File: src/rtl/spell_stack_engine.sv
// Parametrised operand stack with a pop-N/push-M command port, sticky
// overflow/underflow flags with interrupt, and a Wishbone debug slave.
module spell_stack_engine #(
    parameter int WIDTH = 8,
    parameter int DEPTH = 32,
    localparam int DW = $clog2(DEPTH + 1)
) (
    input  logic             clock,
    input  logic             reset_n,
    input  logic             cmd_valid,
    output logic             cmd_ready,
    input  logic [1:0]       cmd_pop,
    input  logic [1:0]       cmd_push,
    input  logic [WIDTH-1:0] cmd_top,
    input  logic [WIDTH-1:0] cmd_below,
    output logic [WIDTH-1:0] top,
    output logic [WIDTH-1:0] below,
    output logic [DW-1:0]    depth,
    output logic             full,
    output logic             empty,
    output logic             irq,
    input  logic             i_wb_cyc,
    input  logic             i_wb_stb,
    input  logic             i_wb_we,
    input  logic [31:0]      i_wb_addr,
    input  logic [31:0]      i_wb_data,
    output logic             o_wb_ack,
    output logic [31:0]      o_wb_data
);
    localparam int AW = (DEPTH > 1) ? $clog2(DEPTH) : 1;

    logic [WIDTH-1:0] mem [DEPTH];
    logic [1:0]       flags;
    logic [1:0]       int_en;
    logic [31:0]      peek_ix;
    logic             prev_stb;

    logic             wb_stb, wb_wr, wb_rd, wb_push, cmd_go;
    logic [7:0]       reg_addr;
    logic [DW:0]      depth_ext, new_depth;
    logic             underflow, overflow;
    logic [1:0]       flag_set, flag_clr;
    logic [DW-1:0]    depth_wr;
    logic [WIDTH-1:0] peek_val;
    logic [31:0]      rd_data;
    logic             unused_addr;

    assign unused_addr = ^i_wb_addr[31:8];
    assign reg_addr    = i_wb_addr[7:0];
    assign wb_stb      = i_wb_cyc & i_wb_stb;
    assign wb_wr       = wb_stb & i_wb_we;
    assign wb_rd       = wb_stb & ~i_wb_we;
    // A held strobe is one transaction; only its first cycle may push.
    assign wb_push     = wb_wr && (reg_addr == 8'h08) && !prev_stb;
    assign cmd_ready   = ~wb_wr;
    assign cmd_go      = cmd_valid & cmd_ready;

    assign full  = (depth == DW'(DEPTH));
    assign empty = (depth == '0);
    assign irq   = |(flags & int_en);
    assign top   = empty ? '0 : mem[AW'(depth - 1'b1)];
    assign below = (depth < DW'(2)) ? '0 : mem[AW'(depth - DW'(2))];

    // One extra bit so pop-below-zero and push-past-DEPTH never wrap.
    assign depth_ext = {1'b0, depth};
    assign new_depth = depth_ext - (DW+1)'(cmd_pop) + (DW+1)'(cmd_push);
    assign underflow = (DW+1)'(cmd_pop) > depth_ext;
    assign overflow  = !underflow && (new_depth > (DW+1)'(DEPTH));

    assign depth_wr = (i_wb_data > 32'(DEPTH)) ? DW'(DEPTH) : DW'(i_wb_data);
    assign peek_val = (peek_ix < 32'(depth)) ? mem[AW'(32'(depth) - 32'd1 - peek_ix)] : '0;

    always_comb begin
        flag_set    = '0;
        flag_clr    = '0;
        flag_set[0] = cmd_go & underflow;
        flag_set[1] = (cmd_go & overflow) | (wb_push & full);
        if (wb_wr && reg_addr == 8'h0C)
            flag_clr = i_wb_data[1:0];
    end

    always_comb begin
        rd_data = '0;
        case (reg_addr)
            8'h00:   rd_data = 32'(depth);
            8'h04:   rd_data = 32'(top);
            8'h0C:   rd_data = {28'd0, full, empty, flags};
            8'h10:   rd_data = {30'd0, int_en};
            8'h14:   rd_data = peek_ix;
            8'h18:   rd_data = 32'(peek_val);
            default: rd_data = '0;
        endcase
    end

    always_ff @(posedge clock) begin
        if (!reset_n) begin
            depth     <= '0;
            flags     <= '0;
            int_en    <= '0;
            peek_ix   <= '0;
            prev_stb  <= 1'b0;
            o_wb_ack  <= 1'b0;
            o_wb_data <= '0;
            for (int unsigned i = 0; i < DEPTH; i++)
                mem[AW'(i)] <= '0;
        end else begin
            prev_stb <= wb_stb;
            o_wb_ack <= wb_stb;
            if (wb_rd)
                o_wb_data <= rd_data;
            flags <= (flags & ~flag_clr) | flag_set;
            if (wb_wr) begin
                case (reg_addr)
                    8'h00: depth <= depth_wr;
                    8'h04: if (!empty) mem[AW'(depth - 1'b1)] <= i_wb_data[WIDTH-1:0];
                    8'h08: if (wb_push && !full) begin
                        mem[AW'(depth)] <= i_wb_data[WIDTH-1:0];
                        depth           <= depth + 1'b1;
                    end
                    8'h10: int_en  <= i_wb_data[1:0];
                    8'h14: peek_ix <= i_wb_data;
                    default: ;
                endcase
            end else if (cmd_go && !underflow && !overflow) begin
                depth <= DW'(new_depth);
                if (cmd_push != 2'd0)
                    mem[AW'(new_depth - 1'b1)] <= cmd_top;
                if (cmd_push == 2'd2)
                    mem[AW'(new_depth - (DW+1)'(2))] <= cmd_below;
            end
        end
    end
endmodule
File: config.mk
export PLATFORM = sky130hd
export DESIGN_NAME = spell_stack_engine
export DESIGN_NICKNAME = d
export VERILOG_FILES = /design/src/rtl/spell_stack_engine.sv
export SDC_FILE = /design/constraint.sdc
export NUM_CORES = 1
export LEC_CHECK = 0
export BUFFER_PORTS_ARGS = -buffer_cell sky130_fd_sc_hd__buf_2
export CAP_MARGIN = 10
export CELL_PAD_IN_SITES_DETAIL_PLACEMENT = 1
export CELL_PAD_IN_SITES_GLOBAL_PLACEMENT = 2
export CORE_MARGIN = 2
export CORE_UTILIZATION = 47
export CTS_BUF_LIST = sky130_fd_sc_hd__clkbuf_16
export DETAILED_ROUTE_END_ITERATION = 8
export PLACE_DENSITY_LB_ADDON = 0.1
export SLEW_MARGIN = 0
export SYNTH_ARGS = -nofsm -noshare
export SYNTH_HDL_FRONTEND = slang
export SYNTH_SLANG_ARGS = --single-unit
File: constraint.sdc
create_clock -name clock -period 9.55 [get_ports clock]
set_input_delay 0.955 -clock clock [delete_from_list [all_inputs] [get_ports clock]]
set_output_delay 0.955 -clock clock [all_outputs]
set_load 0.01 [all_outputs]
==> impl_metrics.toml <==
[synth]
syn_area_um2 = 23900
syn-mean-instance-area_um2 = 13.1
synth_top_family_by_area = "multiplexers"
ys_warn_count = 0
synth_fa_ha_area_frac = 0.0214
synthArstFlopShare = 0
synth_seq_cells = 331
synth_mux_area_frac = 0.252
ys_seq_area_frac = 0.384
synth-compound-area-share = 0.165
synth-edff-count = 256
synth_cell_types = 107
yosys.area_share.xor_xnor = 0.0121
synth-simple-area-share = 0.129
yosys_most_used_dff = "edfxtp_1"
synth_nets = 1959
synthCells = 1830

[floorplan]
rows = 82
dieArea_um2 = 52700
ios = 149
initial_core_util = 0.477
core_um2 = 50200
die_x_um = 230
die_h_um = 230

[clock_tree]
cts_tree = "yes"
clk_latency_ps = 580
cts_max_level = 2
cts_buffer_depth = 3
cts_resized = 0
cts_sinks = 331
cts_root_buffer = "clkbuf_16"
clk_pin_slew_ps = 60
post-cts-setup-buffers = 0
cts_buffers = 39
cts_hold_buf = 0

[placed_design]
post-place-ws_ps = 3520
routabilityCongestion = 0.966
dp_hpwl_mm = 67.4
portBuffers = 124

[timing]
setup_tns_ps = 0
setup_viol = 0
worst_slack_ps = 3180
report.final.slew_viol_count = 0
clock.fmax_mhz = 157
clock_skew_ps = 22.7
fin_crit_ps = 6370
whs_ps = 451
finalCritPeriodShare = 0.667
tightestPinTransition_ps = 1180
hold_violations = 0
rsz0062_at_grt = "no"
slew_headroom = 0.211

[route]
wl_per_cell_um = 36.9
drt-initial-drc-count = 2523
ant_nets = 0
vias = 19000
drt_pass1_iterations = 6
drc = 0
drt_wl_total_mm = 95.3
vias_per_cell = 7.35

[final_layout]
drive_gt1_frac = 0.314
mostFrequentLayoutCell = "edfxtp_1"
utilization = 0.525
nets = 2011
area_delta_synth_final_pct = 10.2
mostFrequentLayoutCells = "edfxtp_1, mux4_2, o2bb2ai_1"
insertedDiodeCount = 0

[outcome]
status = "finished, final reports clean"

[critical_path]
arrival_ps = 5410
path_max_fanout = 55
required_ps = 8600
critPathKind = "reg -> out"
endpoint_kind = "output port"
start_kind = "flop"

[global_routing]
gr-total-overflow = 0
grt_pass1_wl_mm = 139
grt_pass1_vias = 19000
grt_start_max_net_pins = 100
antenna_found_initial = 6
grtUsageTotal = 0.364

[pwr]
power.total_uw = 7440
power_leakage_uw = 0.00920
p_per_area_nw_per_um2 = 282
ir_drop_uv = 427

[worst_hold_path]
hp-class = "reg -> reg"

[flow_run]
cap_violations = 0
-- metal layers --
layer	share of wire	vias to the layer above	global-route usage
met5	0.00026	-	0
met4	0.047	4	0.147
met3	0.097	192	0.0769
met2	0.46	1026	0.572
met1	0.39	9960	0.493
li1	-	7789	-
-- layout make-up --
class / count / area, um^2
inverters: 32 / 121
clock buffers: 39 / 976
flip-flops and latches: 331 / 9200
repair buffers: 168 / 963
multi-input cells: 1310 / 13900
clock inverters: 30 / 298
well taps: 672 / 841
fillers: 4985 / 23800
-- worst max-delay path, stage by stage, from the launching register on --
cell and delay (ps):
dfxtp_4 910, clkinv_1 570, ha_4 590, buf_4 800, mux4_2 420, nor2b_1 150, a211oi_1 310, a21oi_1 170
o211ai_1 620, nor2_1 70, buf_2 160
-- power by group --
part           internal, uW  switching (uW)  total, uW
Clock                   906             648       1550
Sequential             1610            95.0       1700
Combinational          1330            2850       4180
-- cell usage after synthesis, types with 7 or more instances --
cell	instances	area share
a211oi_1	9	0.0028
a21oi_1	54	0.011
a22o_1	41	0.015
a22oi_1	7	0.0022
and2_1	7	0.0018
and3_1	23	0.0060
and4_1	11	0.0040
buf_1	12	0.0019
buf_2	50	0.010
buf_6	7	0.0033
clkbuf_1	81	0.013
dfxtp_1	75	0.063
edfxtp_1	256	0.32
ha_1	36	0.019
inv_1	29	0.0046
mux2_2	9	0.0042
mux2i_1	62	0.026
mux2i_4	7	0.0066
mux4_2	228	0.21
nand2_1	91	0.014
nand3_1	68	0.014
nand3b_1	14	0.0044
nand4_1	12	0.0031
nor2_1	82	0.013
nor2b_1	16	0.0042
nor3_1	24	0.0050
nor3_2	14	0.0059
nor3_4	13	0.0088
nor3b_1	7	0.0022
nor4_1	24	0.0063
nor4_2	13	0.0068
o211ai_1	22	0.0069
o21ai_0	10	0.0021
o221ai_1	8	0.0029
o2bb2ai_1	202	0.074
o31ai_1	19	0.0060
o32ai_4	10	0.012
or3_1	8	0.0021
or4_1	12	0.0038
xnor2_1	14	0.0051
-- flip-flops by register name, summed over array words and instances, names as in the netlist --
name       flops
flags          2
peek_ix       32
prev_stb       1
int_en         2
depth          6
mem          256
o_wb_data     32
-- kinds of logic after synthesis --
| group | count (synthesis) |
|---|---|
| fa+ha+maj | 39 |
| mux | 306 |
| compound gates | 450 |
| simple gates | 491 |
| flops | 331 |
| xor+xnor | 24 |
| buf+inv | 189 |
-- final timing paths --
kind	from	endpoint	slack, ps	cells past startpoint
setup / recovery	depth[0]	top[7]	3180	10
hold reg to reg	o_wb_data[20]	o_wb_data[20]	450	2
setup reg to reg	depth[0]	mem[11][2]	3430	9
hold / removal	o_wb_data[20]	o_wb_data[20]	450	2
-- per-stage QoR --
stage | std cells | area, um^2
3_5_place_dp | 2512 | 25100
6_report | 2582 | 26300
3_3_place_gp | 2512 | 25100
4_1_cts | 2581 | 26300
5_1_grt | 2582 | 26300
2_1_floorplan | 1830 | 23900
Note: power is estimated with default switching activity, not from simulation.
